$ cat src/rtl/jkms_reg_bank_if.sv
// Signal bundle for the JK master-slave register bank: control/data inputs
// plus the slave-rank outputs. No handshake: inputs are sampled every posedge.
interface jkms_reg_bank_if #(
   parameter int WIDTH = 4
);
   logic             en;
   logic [1:0]       mode;
   logic [WIDTH-1:0] j;
   logic [WIDTH-1:0] k;
   logic             ser_in;
   logic [WIDTH-1:0] q;
   logic [WIDTH-1:0] qbar;
   logic             wrap;

   modport master (
      output en, mode, j, k, ser_in,
      input  q, qbar, wrap
   );

   modport slave (
      input  en, mode, j, k, ser_in,
      output q, qbar, wrap
   );
endinterface

$ cat src/rtl/jkms_reg_bank.sv
// WIDTH-bit master-slave JK register bank with JK/count-up/count-down/shift
// modes. Master rank captures on posedge, slave rank presents on negedge.
module jkms_reg_bank #(
   parameter int WIDTH = 4
) (
   input  logic          clk,
   input  logic          clear_n,
   jkms_reg_bank_if.slave bus
);

   localparam logic [1:0] MODE_JK   = 2'b00;
   localparam logic [1:0] MODE_UP   = 2'b01;
   localparam logic [1:0] MODE_DOWN = 2'b10;

   logic [WIDTH-1:0] master_d, master_q;
   logic             master_wrap_d, master_wrap_q;
   logic [WIDTH-1:0] slave_d, slave_q;
   logic             slave_wrap_d, slave_wrap_q;

   // Next state is always derived from the visible slave state, never the master.
   always_comb begin
      master_d      = slave_q;
      master_wrap_d = 1'b0;
      if (bus.en) begin
         case (bus.mode)
            MODE_JK: begin
               for (int i = 0; i < WIDTH; i++) begin
                  case ({bus.j[i], bus.k[i]})
                     2'b00:   master_d[i] = slave_q[i];
                     2'b01:   master_d[i] = 1'b0;
                     2'b10:   master_d[i] = 1'b1;
                     default: master_d[i] = ~slave_q[i];
                  endcase
               end
            end
            MODE_UP: begin
               master_d      = slave_q + WIDTH'(1);
               master_wrap_d = &slave_q;
            end
            MODE_DOWN: begin
               master_d      = slave_q - WIDTH'(1);
               master_wrap_d = ~|slave_q;
            end
            default: begin
               // Concatenate then truncate so WIDTH=1 degenerates to ser_in.
               master_d = WIDTH'({slave_q, bus.ser_in});
            end
         endcase
      end
   end

   always_comb begin
      slave_d      = master_q;
      slave_wrap_d = master_wrap_q;
   end

   always_ff @(posedge clk or negedge clear_n) begin
      if (!clear_n) begin
         master_q      <= '0;
         master_wrap_q <= 1'b0;
      end else begin
         master_q      <= master_d;
         master_wrap_q <= master_wrap_d;
      end
   end

   always_ff @(negedge clk or negedge clear_n) begin
      if (!clear_n) begin
         slave_q      <= '0;
         slave_wrap_q <= 1'b0;
      end else begin
         slave_q      <= slave_d;
         slave_wrap_q <= slave_wrap_d;
      end
   end

   assign bus.q    = slave_q;
   assign bus.qbar = ~slave_q;
   assign bus.wrap = slave_wrap_q;

endmodule

$ cat src/flat_wrapper.sv
// flat-port wrapper written by rule: the top's interface ports become plain ports
module jkms_reg_bank_flat 
#(
   parameter int WIDTH = 4
)
  (clk, clear_n, bus_en, bus_mode, bus_j, bus_k, bus_ser_in, bus_q, bus_qbar, bus_wrap);
  jkms_reg_bank_if #(.WIDTH(WIDTH)) bus_i ();
  input  logic clk;
  input  logic clear_n;
  input wire logic [$bits(bus_i.en)-1:0] bus_en;
  input wire logic [$bits(bus_i.mode)-1:0] bus_mode;
  input wire logic [$bits(bus_i.j)-1:0] bus_j;
  input wire logic [$bits(bus_i.k)-1:0] bus_k;
  input wire logic [$bits(bus_i.ser_in)-1:0] bus_ser_in;
  output wire logic [$bits(bus_i.q)-1:0] bus_q;
  output wire logic [$bits(bus_i.qbar)-1:0] bus_qbar;
  output wire logic [$bits(bus_i.wrap)-1:0] bus_wrap;
  assign bus_i.en = bus_en;
  assign bus_i.mode = bus_mode;
  assign bus_i.j = bus_j;
  assign bus_i.k = bus_k;
  assign bus_i.ser_in = bus_ser_in;
  assign bus_q = bus_i.q;
  assign bus_qbar = bus_i.qbar;
  assign bus_wrap = bus_i.wrap;
  jkms_reg_bank #(.WIDTH(WIDTH)) u_core (.clk(clk), .clear_n(clear_n), .bus(bus_i));
endmodule
$ cat config.mk
export PLATFORM = sky130hd
export DESIGN_NAME = jkms_reg_bank_flat
export DESIGN_NICKNAME = d
export VERILOG_FILES = /design/src/rtl/jkms_reg_bank_if.sv /design/src/rtl/jkms_reg_bank.sv /design/src/flat_wrapper.sv
export SDC_FILE = /design/constraint.sdc
export NUM_CORES = 1
export LEC_CHECK = 0
export CAP_MARGIN = 20
export CORE_MARGIN = 4
export CORE_UTILIZATION = 30
export CTS_CLUSTER_DIAMETER = 60
export CTS_CLUSTER_SIZE = 25
export DETAILED_ROUTE_END_ITERATION = 12
export SYNTH_ARGS = -nofsm -noshare
export SYNTH_HDL_FRONTEND = slang
export SYNTH_SLANG_ARGS = --single-unit
export TNS_END_PERCENT = 50
$ cat constraint.sdc
create_clock -name clk -period 1.9 [get_ports clk]
set_clock_uncertainty 0.15 [all_clocks]
set_input_delay 0.285 -clock clk [delete_from_list [all_inputs] [get_ports clk]]
set_output_delay 0.285 -clock clk [all_outputs]
set_load 0.005 [all_outputs]
Word-level counts from Yosys, hierarchy flattened:

Cells that the tools add are included.

* equal/unequal tests: 10
* $add $sub $neg: 2
* reductions and logical operators: 8
* bitwise operators: 5
* mux-type cells: 8

Operator list (count)
* 1-bit one-hot mux with 3 select lines: 4
* 4-bit one-hot mux with 3 select lines: 1
* 2-bit by 1-bit == test with 1-bit output (second input constant): 5
* 2-bit == test (second input constant): 5
* 2-bit logical NOT: 5
* 4-bit by 1-bit adder with 4-bit output (second input constant): 1
* 4-bit two-way mux: 1
* 1-bit inverter: 4
* 4-bit inverter: 1
* 4-bit AND reduction: 1
* 4-bit OR reduction: 1
* 4-bit by 1-bit subtractor with 4-bit output (second input constant): 1
* 1-bit one-hot mux with 2 select lines: 1
* 1-bit logical NOT: 1
* 1-bit two-way mux: 1

* input bits: 14
* register bits: 10
* output and inout port bits: 9

Depth between registers and ports, before layout:

Gate-level depths: netlist of the first run.

* depth after elaboration: 4
* mapped depth: 8
* gate-level depth less buffers: 8

==> results.yml, run 1 <==
outcome:
  status: "finished, violations left"
  violations: "setup timing"
finish:
  num_antenna_cells: 0
  fin_util_pct: 59.0
  drive_gt1_share_pct: 43.0
  nNetsFinal: 142
  area_delta_synth_final_pct: 83.9
  fillCellCount: 182
grt:
  grt_antenna_before_repair: 0
  grt_pass1_wl_um: 3000
  grtUsageTotal_pct: 14.5
  grt_max_degree: 11
  grt_pass1_vias: 734
  overflow: 0
clock_tree:
  cts_tree: "yes"
  cts_buffers: 3
  clk_latency_ns: 0.27
  clkSinkCount: 10
  cts_buffer_depth: 2
  path_clk_slew_ns: 0.07
  h-tree-depth: 1
  cts-root-buf: "clkbuf_4"
place:
  hpwl_um: 1380
  gp_congestion: 0.865
  place_ws_ns: -0.587
  port_buffers: 22
critical_path:
  crit_path_start_kind: "flop"
  end_kind: "flop"
  critical_path_arrival_ns: 2.52
  cp.required_ns: 1.90
  ff2ff_path_depth: 5
  crit_type: "reg -> reg"
  crit_path_max_fanout: 2
synth:
  avgSynthCellArea_um2: 9.08
  ys.flop_type: "dfrtp_1"
  synth_edf_count: 0
  synth_common_cells: "8 x inv_1, 6 x ha_1, 6 x nand2_1, 6 x o21ai_0"
  netlist.area_leader.share_pct: 19.7
  yosysUniqueCellTypes: 29
  synthTopCellsByArea: "dfrtn_1 20%, dfrtp_1 20%, ha_1 12%, o21ai_0 4.7%, inv_1 4.7%"
  synth.most_common_cell: "inv_1"
  synthCells: 70
  synth_nets: 90
  synth_async_sr_flop_share_pct: 100
  yosysWarnings: 0
  yosys.area.top_type: "dfrtn_1"
  ys_seq_elements: 10
  syn_area_um2: 636
  ys_seq_area_share_pct: 39.4
flow_run:
  cap_violations: 0
drt:
  route.detailed.drc: 0
  via_per_inst: 4.74
  wirelength_um: 1920
  num_vias: 701
  wl_per_cell_um: 13.0
  drtAntennaViolNets: 0
  drtIter0Drc: 2
  drtPass1Iterations: 4
sta:
  fin_ws_ns: -0.622
  fin_tns_setup_ns: -6.51
  rsz0062_at_grt: "yes"
  setup_violations: 14
  hold_viol_final: 0
  finalMaxSlewViolations: 0
  slew_headroom_pct: 77.5
  tightest_slew_ns: 0.336
pwr:
  p_clk_share_pct: 19.3
  sw_frac_of_total_pct: 30.3
  ir_worst_vdd_v: 0.000642
  leakage_nw: 0.570
  p_sw_mw: 0.303
  p_comb_share_pct: 52.4
  seq_power_share_pct: 28.2
  p_int_mw: 0.698
  power-per-cell-area_nw_per_um2: 857
floorplan:
  fp.dieH_um: 54.0
  start_util_pct: 32.1
  core_area_um2: 1980
  dieArea_um2: 2920
  rows: 16
  ios: 23
  die_w_um: 54.0
min_path:
  hold_class: "in -> async"
[worst paths after layout]
path	startpoint	end	slack, ns
worst min register to register	u_core.master_wrap_q$_DFF_PN0_	u_core.bus.wrap$_DFF_NN0_	1.03
worst max register to register	u_core.bus.q[1]$_DFF_NN0_	u_core.master_q[1]$_DFF_PN0_	-0.62
worst max-delay path	u_core.bus.q[1]$_DFF_NN0_	u_core.master_q[1]$_DFF_PN0_	-0.62
worst min-delay path	clear_n	u_core.master_q[1]$_DFF_PN0_	0.18
max in group asynchronous	clear_n	u_core.bus.q[3]$_DFF_NN0_	0.45
min in group clk	bus_ser_in	u_core.master_q[0]$_DFF_PN0_	0.53
[flip-flops by register name (all words and copies together), names as in the netlist]
name / flops
u_core.master_q: 4
u_core.bus.wrap: 1
u_core.bus.q: 4
u_core.master_wrap_q: 1
[routing by layer]
layer / GRT usage, % / vias up / share of wire [%]
met1: 14.5 / 329 / 39
met3: 4.16 / 5 / 6.8
met4: 4.98 / 0 / 1.5
met5: 0 / - / 0
li1: - / 343 / -
met2: 28.2 / 24 / 53
[logic make-up after synthesis]
logic type	share of synthesized area [%]
AOI/OAI and AO/OA	18.3
xor gates and xnor gates	4.13
adders and majority gates	11.8
buffers and inverters	8.46
DFF	39.4
and+or+nand+nor	17.9
[per-stage QoR]
step / total power [mW] / hold slack [ns] / instances / area, µm²
after CTS: 0.986 / 0.175 / 148 / 1150
final: 1.00 / 0.179 / 148 / 1170
after global routing: 1.07 / 0.186 / 148 / 1170
after global placement: 0.684 / 0.473 / 132 / 1030
after detailed placement: 0.691 / 0.471 / 132 / 1030
after floorplan: 0.467 / -0.161 / 70 / 652
[timing repair]
item,4_1_cts,5_1_grt
resized for setup,44,9
buffers inserted,12,2
pin swaps,2,5
setup endpoints to repair,14,14
hold buffers,0,0
[layout by cell type (no fill, tap or decap), drive strengths merged]
cell type | synthesis | final
or3 | 1 | 1
o21ai | 6 | 6
clkbuf | 2 | 4
a22o | 1 | 1
xor2 | 2 | 2
inv | 8 | 8
a41oi | 1 | 1
o22ai | 2 | 2
and4 | 1 | 1
and3 | 1 | 1
o22a | 1 | 1
nor2b | 1 | 1
nand2b | 1 | 1
nand3 | 4 | 4
xnor2 | 1 | 1
dfrtn | 5 | 5
ha | 6 | 6
nand2 | 6 | 6
a221oi | 1 | 1
a31oi | 1 | 1
nor2 | 1 | 1
nor3b | 1 | 1
buf | 2 | 37
clkdlybuf4s50 | 0 | 13
or2 | 1 | 1
clkdlybuf4s15 | 0 | 1
o211ai | 1 | 1
dfrtp | 5 | 5
a21oi | 5 | 5
nor3 | 2 | 2
[critical path: stages, from the launching register on]
cell,delay [ns]
dfrtn_1,0.42
buf_6,0.10
xor2_1,0.15
ha_1,0.26
a221oi_2,0.26
o22ai_1,0.10
[final cells by class]
cell class                      count  area [µm²]  share of cell area (%)
Timing Repair Buffer               51         450                    38.5
Inverter                            8        30.0                    2.57
Sequential cell                    10         250                    21.4
Tap cell                           27        33.8                    2.89
Multi-Input combinational cell     48         368                    31.5
Clock buffer                        4        36.3                    3.10
[power by group through the flow]
stage | Combinational [mW] | Sequential, mW | Clock (mW)
4_1_cts | 0.510 | 0.279 | 0.197
6_report | 0.525 | 0.283 | 0.193
3_3_place_gp | 0.388 | 0.296 | 0
3_5_place_dp | 0.393 | 0.299 | 0
5_1_grt | 0.574 | 0.287 | 0.210
2_1_floorplan | 0.178 | 0.289 | 0
(Power assumes the default switching activity.)
==> run 2, diff against run 1 <==
--- a/config.mk
+++ b/config.mk
@@ -5,12 +5,14 @@
 export SDC_FILE = /design/constraint.sdc
 export NUM_CORES = 1
 export LEC_CHECK = 0
+export ABC_AREA = 1
 export CAP_MARGIN = 20
 export CORE_MARGIN = 4
-export CORE_UTILIZATION = 30
+export CORE_UTILIZATION = 42
 export CTS_CLUSTER_DIAMETER = 60
 export CTS_CLUSTER_SIZE = 25
 export DETAILED_ROUTE_END_ITERATION = 12
+export PLACE_DENSITY = 0.77
 export SYNTH_ARGS = -nofsm -noshare
 export SYNTH_HDL_FRONTEND = slang
 export SYNTH_SLANG_ARGS = --single-unit
==> run 2 against run 1 <==
Net effect:
- the run still ends with setup timing left
- non-clock buffer count increased by 8
- global-route usage up 11 points
- clock power grew 7%
- worst hold slack improved by 0.24 ns
- combinational power rose by 20%
- core utilization is 37 points higher
- sequential share of layout area down 1.8 points
- via count grew 35%
==> results.yml, run 2 <==
finish:
  drive_gt1_share_pct: 51.1
  layoutNonFillerInstCount: 154
  mostFrequentLayoutCells: "27 x buf_4, 14 x buf_6, 13 x nand2_1, 13 x clkdlybuf4s50_1, 8 x inv_1"
  area_delta_synth_final_pct: 109
  num_antenna_cells: 0
  nNetsFinal: 160
  final_common_cell: "buf_4"
floorplan:
  core_area_um2: 1330
  fp.dieH_um: 46.2
  die_w_um: 46.2
  dieArea_um2: 2130
  ios: 23
  start_util_pct: 46.0
  rows: 13
clock_tree:
  cts_buffers: 3
  ctsHoldBuffers: 0
  cts_tree: "yes"
  h-tree-depth: 1
  clkSinkCount: 10
  clk_latency_ns: 0.28
  path_clk_slew_ns: 0.08
  cts-root-buf: "clkbuf_4"
  cts_buffer_depth: 2
min_path:
  hold_class: "in -> async"
critical_path:
  ff2ff_path_depth: 9
  crit_path_max_fanout: 3
  critPathBufInv: 2
  critical_path_arrival_ns: 2.77
  cp_slowest_cell: "dfrtn_1"
  crit_chain: "buf_6 > nand2_4 > inv_4 > nor2_4 > ha_4 > a21oi_2 > a21oi_1 > o21ai_1 > o21ai_1"
  cp.required_ns: 1.93
  path_common_cell: "o21ai_1"
  path_depth: 9
  crit_family: "compound AO/OA/AOI/OAI gates"
  crit_path_max_incr_delay_ns: 0.45
  end_kind: "flop"
  crit_type: "reg -> reg"
  crit_path_start_kind: "flop"
pwr:
  seq_power_share_pct: 24.9
  p_sw_mw: 0.418
  p_comb_share_pct: 56.6
  power-per-cell-area_nw_per_um2: 873
  p_clk_share_pct: 18.4
  sw_frac_of_total_pct: 37.5
  power.total_mw: 1.12
  p_int_mw: 0.698
  leakage_nw: 0.657
  ir_worst_vdd_v: 0.000548
synth:
  synth_edf_count: 0
  yosysWarnings: 0
  syn_area_um2: 613
  ys_seq_elements: 10
  synthTopCellsByArea: "dfrtn_1 20%, dfrtp_1 20%, ha_1 12%, nand2_1 10%, inv_1 6.7%"
  avgSynthCellArea_um2: 8.07
  ys.flop_type: "dfrtp_1"
  synth_nets: 96
  synth.most_common_cell: "nand2_1"
  synth_common_cells: "17 x nand2_1, 11 x inv_1, 8 x a21oi_1"
  ys_seq_area_share_pct: 40.8
  synthCells: 76
  yosys.area.top_type: "dfrtn_1"
  netlist.area_leader.share_pct: 20.4
  yosysUniqueCellTypes: 17
  synth_async_sr_flop_share_pct: 100
place:
  place_ws_ns: -0.670
  gp_congestion: 0.883
  port_buffers: 22
  hpwl_um: 1440
  placed_cells: 132
grt:
  grt_pass1_vias: 874
  grtUsageTotal_pct: 25.9
  grt_max_degree: 8
  overflow: 0
  grt_antenna_before_repair: 0
  grt_pass1_wl_um: 3920
sta:
  tightest_slew_ns: 0.375
  setup_violations: 14
  fin_ws_ns: -0.837
  slew_headroom_pct: 74.9
  rsz0062_at_grt: "yes"
  whs_ns: 0.416
  finalMaxSlewViolations: 0
  hold_viol_final: 0
outcome:
  violations: "setup timing"
  status: "finished, violations left"
drt:
  drtIter0Drc: 54
  via_per_inst: 6.14
  wirelength_um: 3840
  route.detailed.drc: 0
  drtPass1Iterations: 5
  num_vias: 945
  drtAntennaViolNets: 0
  wl_per_cell_um: 24.9
flow_run:
  cap_violations: 0
run 2: changes by cell type in the layout (fill, tap and decap cells not counted), moves of 3 or more:
cell     delta
buf_4       +6
o21ai_0     -3
nand2_1     +7
nand3_2     +3
buf_2       -3
buf_6       +5
nand2_2     +4
o21ai_1     +3
run 2: area by class of cell:
class                           instances  area, µm²
Clock buffer                            4       36.3
Tap cell                               15       18.8
Fill cell                              32       55.1
Inverter                               12       47.5
Timing Repair Buffer                   59        515
Sequential cell                        10        250
Multi-Input combinational cell         54        410
run 2: logic make-up after synthesis:
kind of cell / count (synthesis) / share of synthesized area [%]
adders and majority gates: 6 / 12.2
xor gates and xnor gates: 1 / 1.43
buffers and inverters: 12 / 7.35
DFF: 10 / 40.8
and+or+nand+nor: 28 / 20.2
AOI/OAI and AO/OA: 19 / 18.0
run 2: final timing paths:
path / startpoint / to / slack, ns
worst min-delay path: clear_n / u_core.master_q[0]$_DFF_PN0_ / 0.42
worst max-delay path: u_core.bus.q[1]$_DFF_NN0_ / u_core.master_q[1]$_DFF_PN0_ / -0.84
worst max register to register: u_core.bus.q[1]$_DFF_NN0_ / u_core.master_q[1]$_DFF_PN0_ / -0.84
max in group asynchronous: clear_n / u_core.bus.q[1]$_DFF_NN0_ / 0.33
min in group clk: bus_ser_in / u_core.master_q[0]$_DFF_PN0_ / 0.61
worst min register to register: u_core.master_wrap_q$_DFF_PN0_ / u_core.bus.wrap$_DFF_NN0_ / 1.06
run 2: per-stage QoR:
stage	area [µm²]	setup TNS [ns]	util, %
after global routing	1280	-8.16	95.9
final	1280	-7.71	95.9
after global placement	1010	-6.83	76.1
after floorplan	633	-2.25	-
after CTS	1170	-6.59	87.6
after detailed placement	1010	-6.97	76.1
run 2: per-layer routing:
metal,part of all wire (%),track usage [%]
met1,35,29.3
met2,48,45.6
met3,10,6.64
met4,6.3,10.2
met5,0,0
run 2: power groups by stage:
| stage | registers, mW | clock network (mW) | logic [mW] |
|---|---|---|---|
| after detailed placement | 0.287 | 0 | 0.353 |
| final | 0.278 | 0.206 | 0.632 |
| after global routing | 0.280 | 0.215 | 0.664 |
| after global placement | 0.287 | 0 | 0.345 |
| after CTS | 0.272 | 0.191 | 0.467 |
| after floorplan | 0.290 | 0 | 0.131 |
run 2: timing repair:
| action | 4_1_cts | 5_1_grt |
|---|---|---|
| setup endpoints to repair | 14 | 14 |
| buffers inserted | 13 | 5 |
| pin swaps | 1 | 7 |
| endpoints found under the hold margin | 0 | 0 |
| gates resized for setup | 42 | 27 |
